$ cat config.mk
export PLATFORM = sky130hd
export DESIGN_NAME = lsu_ctrl
export DESIGN_NICKNAME = d
export VERILOG_FILES = /design/src/rtl/lsu_pkg.sv /design/src/rtl/lsu_align.sv /design/src/rtl/lsu_ctrl.sv
export SDC_FILE = /design/constraint.sdc
export NUM_CORES = 1
export LEC_CHECK = 0
export ABC_AREA = 1
export ABC_CLOCK_PERIOD_IN_PS = 3000
export CORE_MARGIN = 8
export CORE_UTILIZATION = 44
export CTS_CLUSTER_SIZE = 14
export DETAILED_ROUTE_END_ITERATION = 16
export PLACE_DENSITY = 0.81
export SLEW_MARGIN = 0
export SYNTH_ARGS = -nofsm -noshare
export SYNTH_HDL_FRONTEND = slang
export SYNTH_SLANG_ARGS = --single-unit
$ cat constraint.sdc
create_clock -name clk -period 3 [get_ports clk]
set_input_delay 0.45 -clock clk [delete_from_list [all_inputs] [get_ports clk]]
set_output_delay 0.45 -clock clk [all_outputs]
set_load 0.02 [all_outputs]
$ cat src/rtl/lsu_pkg.sv
// Shared constants for the load/store unit.
// funct3 codes and controller state encoding.
package lsu_pkg;

    localparam logic [2:0] F3_B  = 3'd0;
    localparam logic [2:0] F3_H  = 3'd1;
    localparam logic [2:0] F3_W  = 3'd2;
    localparam logic [2:0] F3_BU = 3'd4;
    localparam logic [2:0] F3_HU = 3'd5;

    localparam logic [1:0] S_IDLE  = 2'd0;
    localparam logic [1:0] S_ISSUE = 2'd1;
    localparam logic [1:0] S_WAIT  = 2'd2;
    localparam logic [1:0] S_DONE  = 2'd3;

endpackage

$ cat src/rtl/lsu_align.sv
// Byte-lane alignment for the load/store unit.
// Builds store mask/data, extracts load data, flags misalignment.
module lsu_align
    import lsu_pkg::*;
(
    input  logic [2:0]  funct3_i,
    input  logic [1:0]  addr_i,
    input  logic [31:0] wdata_i,
    input  logic [31:0] rdata_i,
    output logic [3:0]  mask_o,
    output logic [31:0] wdata_o,
    output logic [31:0] ldata_o,
    output logic        misalign_o
);

    logic [31:0] byte_sh;
    logic [31:0] half_sh;

    assign byte_sh = rdata_i >> {addr_i, 3'b000};
    assign half_sh = rdata_i >> {addr_i[1], 4'b0000};

    // Store side: lane mask, replicated data and alignment by access size.
    always_comb begin
        mask_o     = 4'b0000;
        wdata_o    = wdata_i;
        misalign_o = 1'b0;
        case (funct3_i[1:0])
            2'b00: begin
                mask_o  = 4'b0001 << addr_i;
                wdata_o = {4{wdata_i[7:0]}};
            end
            2'b01: begin
                mask_o     = addr_i[1] ? 4'b1100 : 4'b0011;
                wdata_o    = {2{wdata_i[15:0]}};
                misalign_o = addr_i[0];
            end
            2'b10: begin
                mask_o     = 4'b1111;
                misalign_o = |addr_i;
            end
            default: begin
                mask_o     = 4'b0000;
                misalign_o = 1'b0;
            end
        endcase
    end

    // Load side: pick the addressed lane(s) and extend.
    always_comb begin
        ldata_o = rdata_i;
        case (funct3_i)
            F3_B:    ldata_o = {{24{byte_sh[7]}}, byte_sh[7:0]};
            F3_BU:   ldata_o = {24'b0, byte_sh[7:0]};
            F3_H:    ldata_o = {{16{half_sh[15]}}, half_sh[15:0]};
            F3_HU:   ldata_o = {16'b0, half_sh[15:0]};
            default: ldata_o = rdata_i;
        endcase
    end

endmodule

$ cat src/rtl/lsu_ctrl.sv
// Load/store controller between execute stage and data memory.
// One request per handshake; IDLE -> ISSUE -> (WAIT) -> DONE.
module lsu_ctrl #(
    parameter int ADDR_W = 8
) (
    input  logic              clk,
    input  logic              rst_n,
    input  logic              lsu_req,
    input  logic              lsu_we,
    input  logic [2:0]        lsu_funct3,
    input  logic [31:0]       lsu_addr,
    input  logic [31:0]       lsu_wdata,
    output logic              lsu_busy,
    output logic              lsu_done,
    output logic              lsu_err,
    output logic [31:0]       lsu_rdata,
    output logic              mem_request,
    output logic              mem_we_re,
    output logic [ADDR_W-1:0] mem_address,
    output logic [31:0]       mem_data_in,
    output logic [3:0]        mem_mask,
    input  logic              mem_valid,
    input  logic [31:0]       mem_data_out
);

    import lsu_pkg::*;

    logic [1:0]        state_q, state_d;
    logic              we_q, we_d;
    logic [2:0]        f3_q, f3_d;
    logic [1:0]        off_q, off_d;
    logic [ADDR_W-1:0] waddr_q, waddr_d;
    logic [31:0]       wdata_q, wdata_d;
    logic [3:0]        mask_q, mask_d;
    logic              err_q, err_d;
    logic [31:0]       rdata_q, rdata_d;

    logic        idle;
    logic [2:0]  al_f3;
    logic [1:0]  al_off;
    logic [3:0]  al_mask;
    logic [31:0] al_wdata;
    logic [31:0] al_ldata;
    logic        al_mis;
    logic        ill_f3;
    logic        oor;
    logic        err_c;

    assign idle = (state_q == S_IDLE);

    // Align unit sees live request in IDLE, latched request afterwards.
    assign al_f3  = idle ? lsu_funct3 : f3_q;
    assign al_off = idle ? lsu_addr[1:0] : off_q;

    lsu_align u_align (
        .funct3_i   (al_f3),
        .addr_i     (al_off),
        .wdata_i    (lsu_wdata),
        .rdata_i    (mem_data_out),
        .mask_o     (al_mask),
        .wdata_o    (al_wdata),
        .ldata_o    (al_ldata),
        .misalign_o (al_mis)
    );

    assign ill_f3 = lsu_we ? (lsu_funct3 >= 3'd3)
                           : (lsu_funct3 == 3'd3 ||
                              lsu_funct3[2:1] == 2'b11);
    assign oor    = |(lsu_addr >> (ADDR_W + 2));
    assign err_c  = ill_f3 | oor | al_mis;

    // Next-state and latch logic for the request FSM.
    always_comb begin
        state_d = state_q;
        we_d    = we_q;
        f3_d    = f3_q;
        off_d   = off_q;
        waddr_d = waddr_q;
        wdata_d = wdata_q;
        mask_d  = mask_q;
        err_d   = err_q;
        rdata_d = rdata_q;
        case (state_q)
            S_IDLE: begin
                if (lsu_req) begin
                    we_d    = lsu_we;
                    f3_d    = lsu_funct3;
                    off_d   = lsu_addr[1:0];
                    waddr_d = lsu_addr[ADDR_W+1:2];
                    wdata_d = al_wdata;
                    mask_d  = al_mask;
                    err_d   = err_c;
                    state_d = err_c ? S_DONE : S_ISSUE;
                end
            end
            S_ISSUE: state_d = we_q ? S_DONE : S_WAIT;
            S_WAIT: begin
                if (mem_valid) begin
                    rdata_d = al_ldata;
                    state_d = S_DONE;
                end
            end
            S_DONE:  state_d = S_IDLE;
            default: state_d = S_IDLE;
        endcase
    end

    // State and latched request registers.
    always_ff @(posedge clk or negedge rst_n) begin
        if (!rst_n) begin
            state_q <= S_IDLE;
            we_q    <= 1'b0;
            f3_q    <= 3'b0;
            off_q   <= 2'b0;
            waddr_q <= '0;
            wdata_q <= 32'b0;
            mask_q  <= 4'b0;
            err_q   <= 1'b0;
            rdata_q <= 32'b0;
        end else begin
            state_q <= state_d;
            we_q    <= we_d;
            f3_q    <= f3_d;
            off_q   <= off_d;
            waddr_q <= waddr_d;
            wdata_q <= wdata_d;
            mask_q  <= mask_d;
            err_q   <= err_d;
            rdata_q <= rdata_d;
        end
    end

    assign lsu_busy    = !idle;
    assign lsu_done    = (state_q == S_DONE);
    assign lsu_err     = lsu_done & err_q;
    assign lsu_rdata   = rdata_q;
    assign mem_request = (state_q == S_ISSUE);
    assign mem_we_re   = we_q;
    assign mem_address = waddr_q;
    assign mem_data_in = wdata_q;
    assign mem_mask    = mem_request ? mask_q : 4'b0000;

endmodule
==> results_tabular.tex, run 1 <==
\begin{tabular}{lr}
\hline
Metric & Value \\
\hline
\multicolumn{2}{l}{\textbf{Yosys}} \\
Flop and latch count out of synthesis & between 80 and 90 \\
Yosys warning total & 0 \\
Cell variety after synth & 28 \\
Area of the mapped netlist & roughly 0.0047 mm² \\
Top cells by area, synth & sky130\_fd\_sc\_hd\_\_dfrtp\_1, sky130\_fd\_sc\_hd\_\_nand2\_1, sky130\_fd\_sc\_hd\_\_a21oi\_1 \\
Mean Syn Cell Area & about 7.4 µm² \\
Post-synthesis cell type with the largest combined area & sky130\_fd\_sc\_hd\_\_dfrtp\_1 \\
Sequential fraction of the synthesis area & between 40\% and 50\% \\
Synthesized instance count & 631 \\
Mapped Nets & about 740 \\
Top-area cell type share of the netlist area & $\sim$46\% \\
\multicolumn{2}{l}{\textbf{Floorplan}} \\
Die span in x & $\sim$120 µm \\
Core area & $\sim$0.010 mm² \\
Die height & 119.0 µm \\
Die Area & between 0.01 and 0.015 mm² \\
Number of ports placed on the die boundary & 185 \\
Placement Rows & 37 \\
Initial Utilization & a little under half \\
\multicolumn{2}{l}{\textbf{Power and ir drop}} \\
Switch share & between 40\% and 50\% \\
Leakage power summed over all cells & between 3 and 4 nW \\
Net switching power & roughly 0.0037 W \\
Clk pwr share & $\sim$12\% \\
Worst IR drop on VDD & 531.4 µV \\
Sequential power share & between 20\% and 30\% \\
Pint & approximately 0.0041 W \\
Combinational power share & $\sim$62\% \\
Power density relative to cell area & 1151 mW/mm² \\
\multicolumn{2}{l}{\textbf{Global routing}} \\
Pin count of the biggest net entering global routing & 86 \\
All-layer global routing usage & a little over a fifth \\
Remaining global-route overflow & 0 \\
Global-route wire length before repair & about 25 mm \\
Number of antenna violations at the first check in global routing & 0 \\
Via count of the first global-routing pass & $\sim$4900 \\
\multicolumn{2}{l}{\textbf{Critical path}} \\
Launch instance of the worst register-to-register path & state\_q[1] \\
Setup slack of the worst register-to-register path & approximately 0.43 ns \\
Endpoint arrival time on the critical path & 2.16 ns \\
Cell at the slowest stage of the critical path & sky130\_fd\_sc\_hd\_\_clkdlybuf4s50\_1 \\
Highest fanout seen on the critical path & 8 \\
Peak per-stage delay on the critical path & approximately 0.64 ns \\
Critical path buffer and inverter count & 4 \\
Ordered list of cells on the worst path & inv\_1 -> ha\_1 -> buf\_4 -> inv\_2 -> clkdlybuf4s50\_1 \\
FF-to-FF End & lsu\_rdata[29] \\
Type of destination of the critical path & output pin \\
Worst setup path class & reg2out \\
Top cell family by delay on the critical path & buffers and inverters \\
Critical path required time & between 2 and 3 ns \\
Type of element launching the critical path & register \\
Number of cells traversed by the worst register-to-register path & 11 \\
\multicolumn{2}{l}{\textbf{Routing}} \\
Final antenna-violating net count & 0 \\
Via count of the routed design & approximately 4900 \\
DRC errors left & 0 \\
First DRT Iteration DRCs & around 360 \\
Routed vias/inst & a little over 5 \\
Total Routed Length & around 16 mm \\
DRT Pass-1 Iters & 6 \\
Per-cell routed wire length & $\sim$17 µm \\
\multicolumn{2}{l}{\textbf{Finish}} \\
Filler cells & roughly 860 \\
Final instance area & $\sim$0.0068 mm² \\
Antenna fix cells & 0 \\
Fraction of layout instances using a drive strength above 1 & approximately 6.8\% \\
Area growth, synth to finish & 45.87\% \\
Net count of the finished layout & approximately 920 \\
\multicolumn{2}{l}{\textbf{Run}} \\
Max-cap viol count & 0 \\
\multicolumn{2}{l}{\textbf{Clock tree}} \\
CTS HTree Levels & 3 \\
Clock transition time at the flip-flop clock pins of the worst setup and hold paths & approximately 0.080 ns \\
Number of buffers added for setup after CTS & 0 \\
Clock tree from TritonCTS & done \\
Post-CTS sizing & 0 \\
Clk\_lat worst skew & between 0.3 and 0.4 ns \\
Largest buffer count on any clock path & 2 \\
Cell chosen for the clock root & sky130\_fd\_sc\_hd\_\_clkbuf\_8 \\
Num CTS Buffers & 9 \\
Post-CTS Hold Fix Bufs & 0 \\
CTS sink cnt & 85 \\
\multicolumn{2}{l}{\textbf{Place}} \\
Gp weighted congestion & just over 0.9 \\
Area post-placement & 0.006575 mm² \\
Number of port buffers & 184 \\
Half-perimeter wire length after detailed placement & $\sim$12 mm \\
\multicolumn{2}{l}{\textbf{STA}} \\
Finish-stage setup viols & 0 \\
Final sum of negative setup slack & 0 ns \\
Hold violation total from the final report & 0 \\
Setup repair after global routing missed its margin & false \\
Setup clock skew after layout & 0.008546 ns \\
Final min period & 2.611 ns \\
Headroom to the max-slew limit & slightly below 30\% \\
Final Slew Violations & 0 \\
Final period utilization & between 80 and 90\% \\
Slew at the pin closest to its max-slew limit & between 1 and 1.5 ns \\
Upper clock frequency limit & between 300 and 400 MHz \\
\multicolumn{2}{l}{\textbf{Hold path}} \\
Type of the worst min-delay path & in2async \\
\multicolumn{2}{l}{\textbf{Status}} \\
Result of the run & finished clean \\
\hline
\end{tabular}
==> per-layer routing <==
layer / part of all wire [%] / vias up / track usage [%] / wire length, µm
met1: 42 / 2267 / 26.28 / 6508
met3: 7.2 / 17 / 4.393 / 1119
met2: 49 / 237 / 36.81 / 7695
met4: 1.8 / 0 / 7.984 / 286
met5: 0 / - / 0 / 0
li1: - / 2374 / - / -
==> cell usage in the layout, fill, tap and decap left out, types with 7 or more instances in the layout <==
cell / Yosys / final
sky130_fd_sc_hd__nand2_1: 199 / 198
sky130_fd_sc_hd__clkdlybuf4s50_1: 0 / 183
sky130_fd_sc_hd__dfrtp_1: 85 / 85
sky130_fd_sc_hd__nor2_1: 74 / 74
sky130_fd_sc_hd__a21oi_1: 59 / 59
sky130_fd_sc_hd__o21ai_0: 56 / 56
sky130_fd_sc_hd__inv_1: 44 / 44
sky130_fd_sc_hd__a31oi_1: 19 / 19
sky130_fd_sc_hd__a21oi_2: 10 / 10
sky130_fd_sc_hd__o21ai_1: 10 / 10
sky130_fd_sc_hd__ha_1: 9 / 9
sky130_fd_sc_hd__clkbuf_8: 0 / 9
sky130_fd_sc_hd__buf_4: 1 / 8
sky130_fd_sc_hd__inv_2: 7 / 7
sky130_fd_sc_hd__nand2_2: 6 / 7
==> power by group through the flow <==
| stage | sequential, W | combinational (W) | clock [W] |
|---|---|---|---|
| floorplan | 0.00259 | 0.00242 | 0 |
| global placement | 0.00204 | 0.00467 | 0 |
| detailed placement | 0.00205 | 0.00480 | 0 |
| CTS | 0.00204 | 0.00483 | 0.000974 |
| global route | 0.00211 | 0.00529 | 0.00101 |
| finish | 0.00205 | 0.00483 | 0.000957 |
==> through the flow <==
step	cells	hold WS (ns)	util [%]	setup WS, ns	power [W]
3_5_place_dp	927	0.4665	63.69	0.4040	0.006856
3_3_place_gp	927	0.4633	63.69	0.4772	0.006711
6_report	942	0.2700	65.91	0.3894	0.007828
4_1_cts	942	0.3228	65.91	0.3989	0.007849
2_1_floorplan	631	0.1544	-	0.5268	0.005011
5_1_grt	942	0.3692	65.91	0.2020	0.008405
==> cells by family (layout without fill, tap and decap cells) <==
family	Yosys count	after routing	share of synthesized area (%)
adders and majority gates	9	9	2.414
DFF	85	85	45.60
and+or+nand+nor	296	296	25.78
AOI/OAI and AO/OA	159	159	18.80
buffers and inverters	82	257	7.403
==> sequential cells by signal, indices dropped and copies added (netlist names) <==
signal and count:
lsu_rdata 32, mem_data_in 32, mem_address 8, mask_q 4, f3_q 3, off_q 2, state_q 2, err_q 1
mem_we_re 1
==> final cells by class <==
type | instances | area, µm² | area share (%)
Multi-Input combinational cell | 464 | 2195 | 32.25
Sequential cell | 85 | 2127 | 31.26
Timing Repair Buffer | 191 | 1892 | 27.80
Inverter | 51 | 191.4 | 2.814
Tap cell | 136 | 170.2 | 2.501
Clock buffer | 11 | 131.4 | 1.931
Clock inverter | 4 | 97.59 | 1.434
==> cells in the mapped netlist, drive strengths merged <==
cell type,n
nand3b,2
or2,2
buf,13
nand3,5
o22ai,2
a31oi,19
a21oi,69
o211ai,1
clkbuf,18
ha,9
nand4,2
nand2,210
inv,51
o21ai,68
dfrtp,85
nor2,75
==> worst register-to-register path, stage by stage (launching register included) <==
cell and delay (ns):
sky130_fd_sc_hd__dfrtp_1 0.44, sky130_fd_sc_hd__inv_1 0.09, sky130_fd_sc_hd__ha_1 0.26, sky130_fd_sc_hd__o21ai_0 0.42, sky130_fd_sc_hd__inv_1 0.13, sky130_fd_sc_hd__ha_1 0.23, sky130_fd_sc_hd__inv_1 0.20, sky130_fd_sc_hd__nor2_1 0.12
sky130_fd_sc_hd__nand3_4 0.15, sky130_fd_sc_hd__nand2_2 0.08, sky130_fd_sc_hd__nand2_4 0.22, sky130_fd_sc_hd__a21oi_1 0.12
==> worst max path at each step <==
| stage | end | slack (ns) | startpoint | cells past startpoint |
|---|---|---|---|---|
| after detailed placement | lsu_rdata[29] | 0.40 | lsu_funct3[1] | 11 |
| final | lsu_busy | 0.39 | state_q[1] | 5 |
| after CTS | lsu_busy | 0.40 | state_q[0] | 5 |
| after global placement | lsu_rdata[26] | 0.48 | lsu_funct3[0] | 11 |
| after floorplan | lsu_rdata[16] | 0.53 | state_q[0] | 14 |
| after global routing | lsu_rdata[29] | 0.20 | state_q[0] | 11 |
(Power assumes the default switching activity.)
==> run 2: changes to the inputs <==
Settings changed: TNS_END_PERCENT set to 5.
==> results of run 2 <==
Same layout as run 1: the final DEF is identical, and so are final timing and power.
==> run 3: changes to the inputs <==
Settings changed: CELL_PAD_IN_SITES_DETAIL_PLACEMENT set to 0, CELL_PAD_IN_SITES_GLOBAL_PLACEMENT set to 2, CORE_UTILIZATION 44 to 23, PLACE_DENSITY 0.81 to unset, PLACE_DENSITY_LB_ADDON set to 0.1.
==> run 3 against run 2 <==
Against the previous run: via count shrank 1.9%; count of clock-buffer cells in the layout fell by 2; sequential share of layout area shrank 1.5 points; global-route usage shrank 6.9 points; flip-flop and latch count stayed put; largest power group unchanged.
==> results_tabular.tex, run 3 (synthesis results as in run 1) <==
\begin{tabular}{lr}
\hline
Metric & Value \\
\hline
\multicolumn{2}{l}{\textbf{Floorplan}} \\
Die height & 158.4 µm (was 119.0 µm) \\
Die span in x & 158.4 µm (was 119.0 µm) \\
Initial Utilization & 23.28\% (was 45.18\%) \\
Core area & 0.02004 mm² (was 0.01032 mm²) \\
Die Area & 0.02509 mm² (was 0.01415 mm²) \\
Placement Rows & 52 (was 37) \\
Number of ports placed on the die boundary & 185 (unchanged) \\
\multicolumn{2}{l}{\textbf{Critical path}} \\
Type of element launching the critical path & register (unchanged) \\
Ordered list of cells on the worst path & inv\_1 -> ha\_1 -> buf\_4 -> inv\_2 -> clkdlybuf4s50\_1 (unchanged) \\
Cell at the slowest stage of the critical path & sky130\_fd\_sc\_hd\_\_clkdlybuf4s50\_1 (unchanged) \\
Number of cells traversed by the worst register-to-register path & 11 (unchanged) \\
Worst setup path class & reg2out (unchanged) \\
Peak per-stage delay on the critical path & 0.66 ns (was 0.64 ns) \\
Endpoint arrival time on the critical path & 2.21 ns (was 2.16 ns) \\
Logic depth of the worst setup path including buffers & 5 (unchanged) \\
Top cell family by delay on the critical path & buffers and inverters (unchanged) \\
Critical path required time & 2.55 ns (about the same) \\
Critical path buffer and inverter count & 4 (unchanged) \\
Highest fanout seen on the critical path & 8 (unchanged) \\
Launch instance of the worst register-to-register path & state\_q[1] (unchanged) \\
Type of destination of the critical path & output pin (unchanged) \\
FF-to-FF End & lsu\_rdata[27] (was lsu\_rdata[29]) \\
Setup slack of the worst register-to-register path & 0.43 ns (about the same) \\
\multicolumn{2}{l}{\textbf{Place}} \\
Number of port buffers & 184 (unchanged) \\
Area post-placement & 0.006793 mm² (was 0.006575 mm²) \\
Half-perimeter wire length after detailed placement & 13.56 mm (was 11.85 mm) \\
Gp weighted congestion & 0.8221 (was 0.9108) \\
\multicolumn{2}{l}{\textbf{Finish}} \\
Antenna fix cells & 0 (unchanged) \\
Net count of the finished layout & 920 (was 915) \\
Filler cells & 2152 (was 864) \\
Area growth, synth to finish & 53.14\% (was 45.87\%) \\
Most frequent cells in the layout & sky130\_fd\_sc\_hd\_\_nand2\_1, sky130\_fd\_sc\_hd\_\_clkdlybuf4s50\_1, sky130\_fd\_sc\_hd\_\_dfrtp\_1 (unchanged) \\
Most common cell after layout, fill and taps aside & sky130\_fd\_sc\_hd\_\_nand2\_1 (unchanged) \\
Final instance area & 0.007143 mm² (was 0.006804 mm²) \\
Fraction of layout instances using a drive strength above 1 & 7.759\% (was 6.824\%) \\
\multicolumn{2}{l}{\textbf{Global routing}} \\
Pin count of the biggest net entering global routing & 47 (was 86) \\
Busiest metal layer after global routing & met2 (unchanged) \\
Met3 track demand over resource in global routing & 3.637\% (was 4.393\%) \\
Met2 layer usage reported by global route & 24.58\% (was 36.81\%) \\
Via count of the first global-routing pass & 5070 (was 4869) \\
Remaining global-route overflow & 0 (unchanged) \\
Global-route wire length before repair & 28.33 mm (was 24.96 mm) \\
All-layer global routing usage & 14.59\% (was 21.52\%) \\
Met1 Track Usage GR & 18.05\% (was 26.28\%) \\
Number of antenna violations at the first check in global routing & 0 (unchanged) \\
\multicolumn{2}{l}{\textbf{Clock tree}} \\
Clock transition time at the flip-flop clock pins of the worst setup and hold paths & 0.07 ns (was 0.08 ns) \\
Number of buffers added for setup after CTS & 0 (unchanged) \\
Largest buffer count on any clock path & 2 (unchanged) \\
Num CTS Buffers & 9 (unchanged) \\
Clk\_lat worst skew & 0.35 ns (was 0.36 ns) \\
CTS HTree Levels & 3 (unchanged) \\
CTS sink cnt & 85 (unchanged) \\
Post-CTS Hold Fix Bufs & 0 (unchanged) \\
Clock tree from TritonCTS & done (unchanged) \\
Post-CTS sizing & 0 (unchanged) \\
Cell chosen for the clock root & sky130\_fd\_sc\_hd\_\_clkbuf\_16 (was sky130\_fd\_sc\_hd\_\_clkbuf\_8) \\
\multicolumn{2}{l}{\textbf{STA}} \\
Finish-stage setup viols & 0 (unchanged) \\
Upper clock frequency limit & 375.9 MHz (was 383.1 MHz) \\
Final Slew Violations & 0 (unchanged) \\
Headroom to the max-slew limit & 47.66\% (was 29.25\%) \\
Final period utilization & 88.67\% (was 87.02\%) \\
Setup repair after global routing missed its margin & false (unchanged) \\
Final sum of negative setup slack & 0 ns (unchanged) \\
Final min period & 2.660 ns (was 2.611 ns) \\
Slew at the pin closest to its max-slew limit & 0.7843 ns (was 1.061 ns) \\
Hold violation total from the final report & 0 (unchanged) \\
Setup clock skew after layout & 0.006695 ns (was 0.008546 ns) \\
\multicolumn{2}{l}{\textbf{Status}} \\
Result of the run & finished clean (unchanged) \\
\multicolumn{2}{l}{\textbf{Routing}} \\
Total Routed Length & 17.97 mm (was 15.61 mm) \\
First DRT Iteration DRCs & 247 (was 355) \\
DRT Pass-1 Iters & 4 (was 6) \\
Final antenna-violating net count & 0 (unchanged) \\
Per-cell routed wire length & 16.61 µm (was 16.57 µm) \\
DRC errors left & 0 (unchanged) \\
Routed vias/inst & 4.437 (was 5.196) \\
Via count of the routed design & 4801 (was 4895) \\
\multicolumn{2}{l}{\textbf{Hold path}} \\
Type of the worst min-delay path & in2async (unchanged) \\
\multicolumn{2}{l}{\textbf{Power and ir drop}} \\
Leakage power summed over all cells & 3.252 nW (was 3.161 nW) \\
Worst IR drop on VDD & 475.5 µV (was 531.4 µV) \\
Power density relative to cell area & 1163 mW/mm² (was 1151 mW/mm²) \\
\multicolumn{2}{l}{\textbf{Run}} \\
Max-cap viol count & 0 (unchanged) \\
\hline
\end{tabular}
[run 3: final cells by class]
type	instances	area, µm²	share of cell area (%)
multi-input combinational	464	2195	30.72
clock buffer	9	225.2	3.153
tap	270	337.8	4.729
clock inverter	7	125.1	1.752
timing repair buffer	196	1942	27.19
sequential	85	2127	29.78
inverter	51	191.4	2.680
[run 3: per-stage QoR]
step / setup WS (ns) / utilization, % / hold slack (ns) / instances / total power, W
5_1_grt: 0.1469 / 35.65 / 0.1244 / 1082 / 0.009057
6_report: 0.3398 / 35.65 / 0.08331 / 1082 / 0.008311
2_1_floorplan: 0.5268 / - / 0.1544 / 631 / 0.005011
3_3_place_gp: 0.4072 / 33.90 / 0.4628 / 1066 / 0.007026
4_1_cts: 0.3193 / 35.65 / 0.1030 / 1082 / 0.008481
3_5_place_dp: 0.3697 / 33.90 / 0.4671 / 1066 / 0.007068
[run 3: worst max path at each step]
stage | end | startpoint
after floorplan | lsu_rdata[16] | state_q[0]
after global placement | lsu_rdata[31] | lsu_funct3[1]
after detailed placement | lsu_rdata[27] | lsu_funct3[1]
after CTS | lsu_busy | state_q[1]
after global routing | lsu_rdata[28] | state_q[0]
final | lsu_busy | state_q[1]
[run 3: worst reg2reg max path, cell delays in order (launching register included)]
cell and delay [ns]:
sky130_fd_sc_hd__dfrtp_1 0.44, sky130_fd_sc_hd__inv_1 0.11, sky130_fd_sc_hd__ha_1 0.37, sky130_fd_sc_hd__nand2_1 0.15, sky130_fd_sc_hd__o21ai_4 0.16, sky130_fd_sc_hd__ha_1 0.24
sky130_fd_sc_hd__inv_1 0.14, sky130_fd_sc_hd__nor2_1 0.25, sky130_fd_sc_hd__nand3_4 0.18, sky130_fd_sc_hd__nand2_2 0.12, sky130_fd_sc_hd__nand2_4 0.16, sky130_fd_sc_hd__a21oi_1 0.19
[run 3: report_power, final]
part | internal, W | switching (W)
Sequential | 0.00171 | 0.000325
Combinational | 0.00193 | 0.00300
Clock | 0.000827 | 0.000527
Total | 0.00446 | 0.00385
[run 3: routing by layer]
| layer | vias to the layer above | part of all wire (%) |
|---|---|---|
| met2 | 140 | 47 |
| met3 | 17 | 6.2 |
| met5 | - | 0 |
| li1 | 2377 | - |
| met4 | 0 | 1.6 |
| met1 | 2267 | 45 |
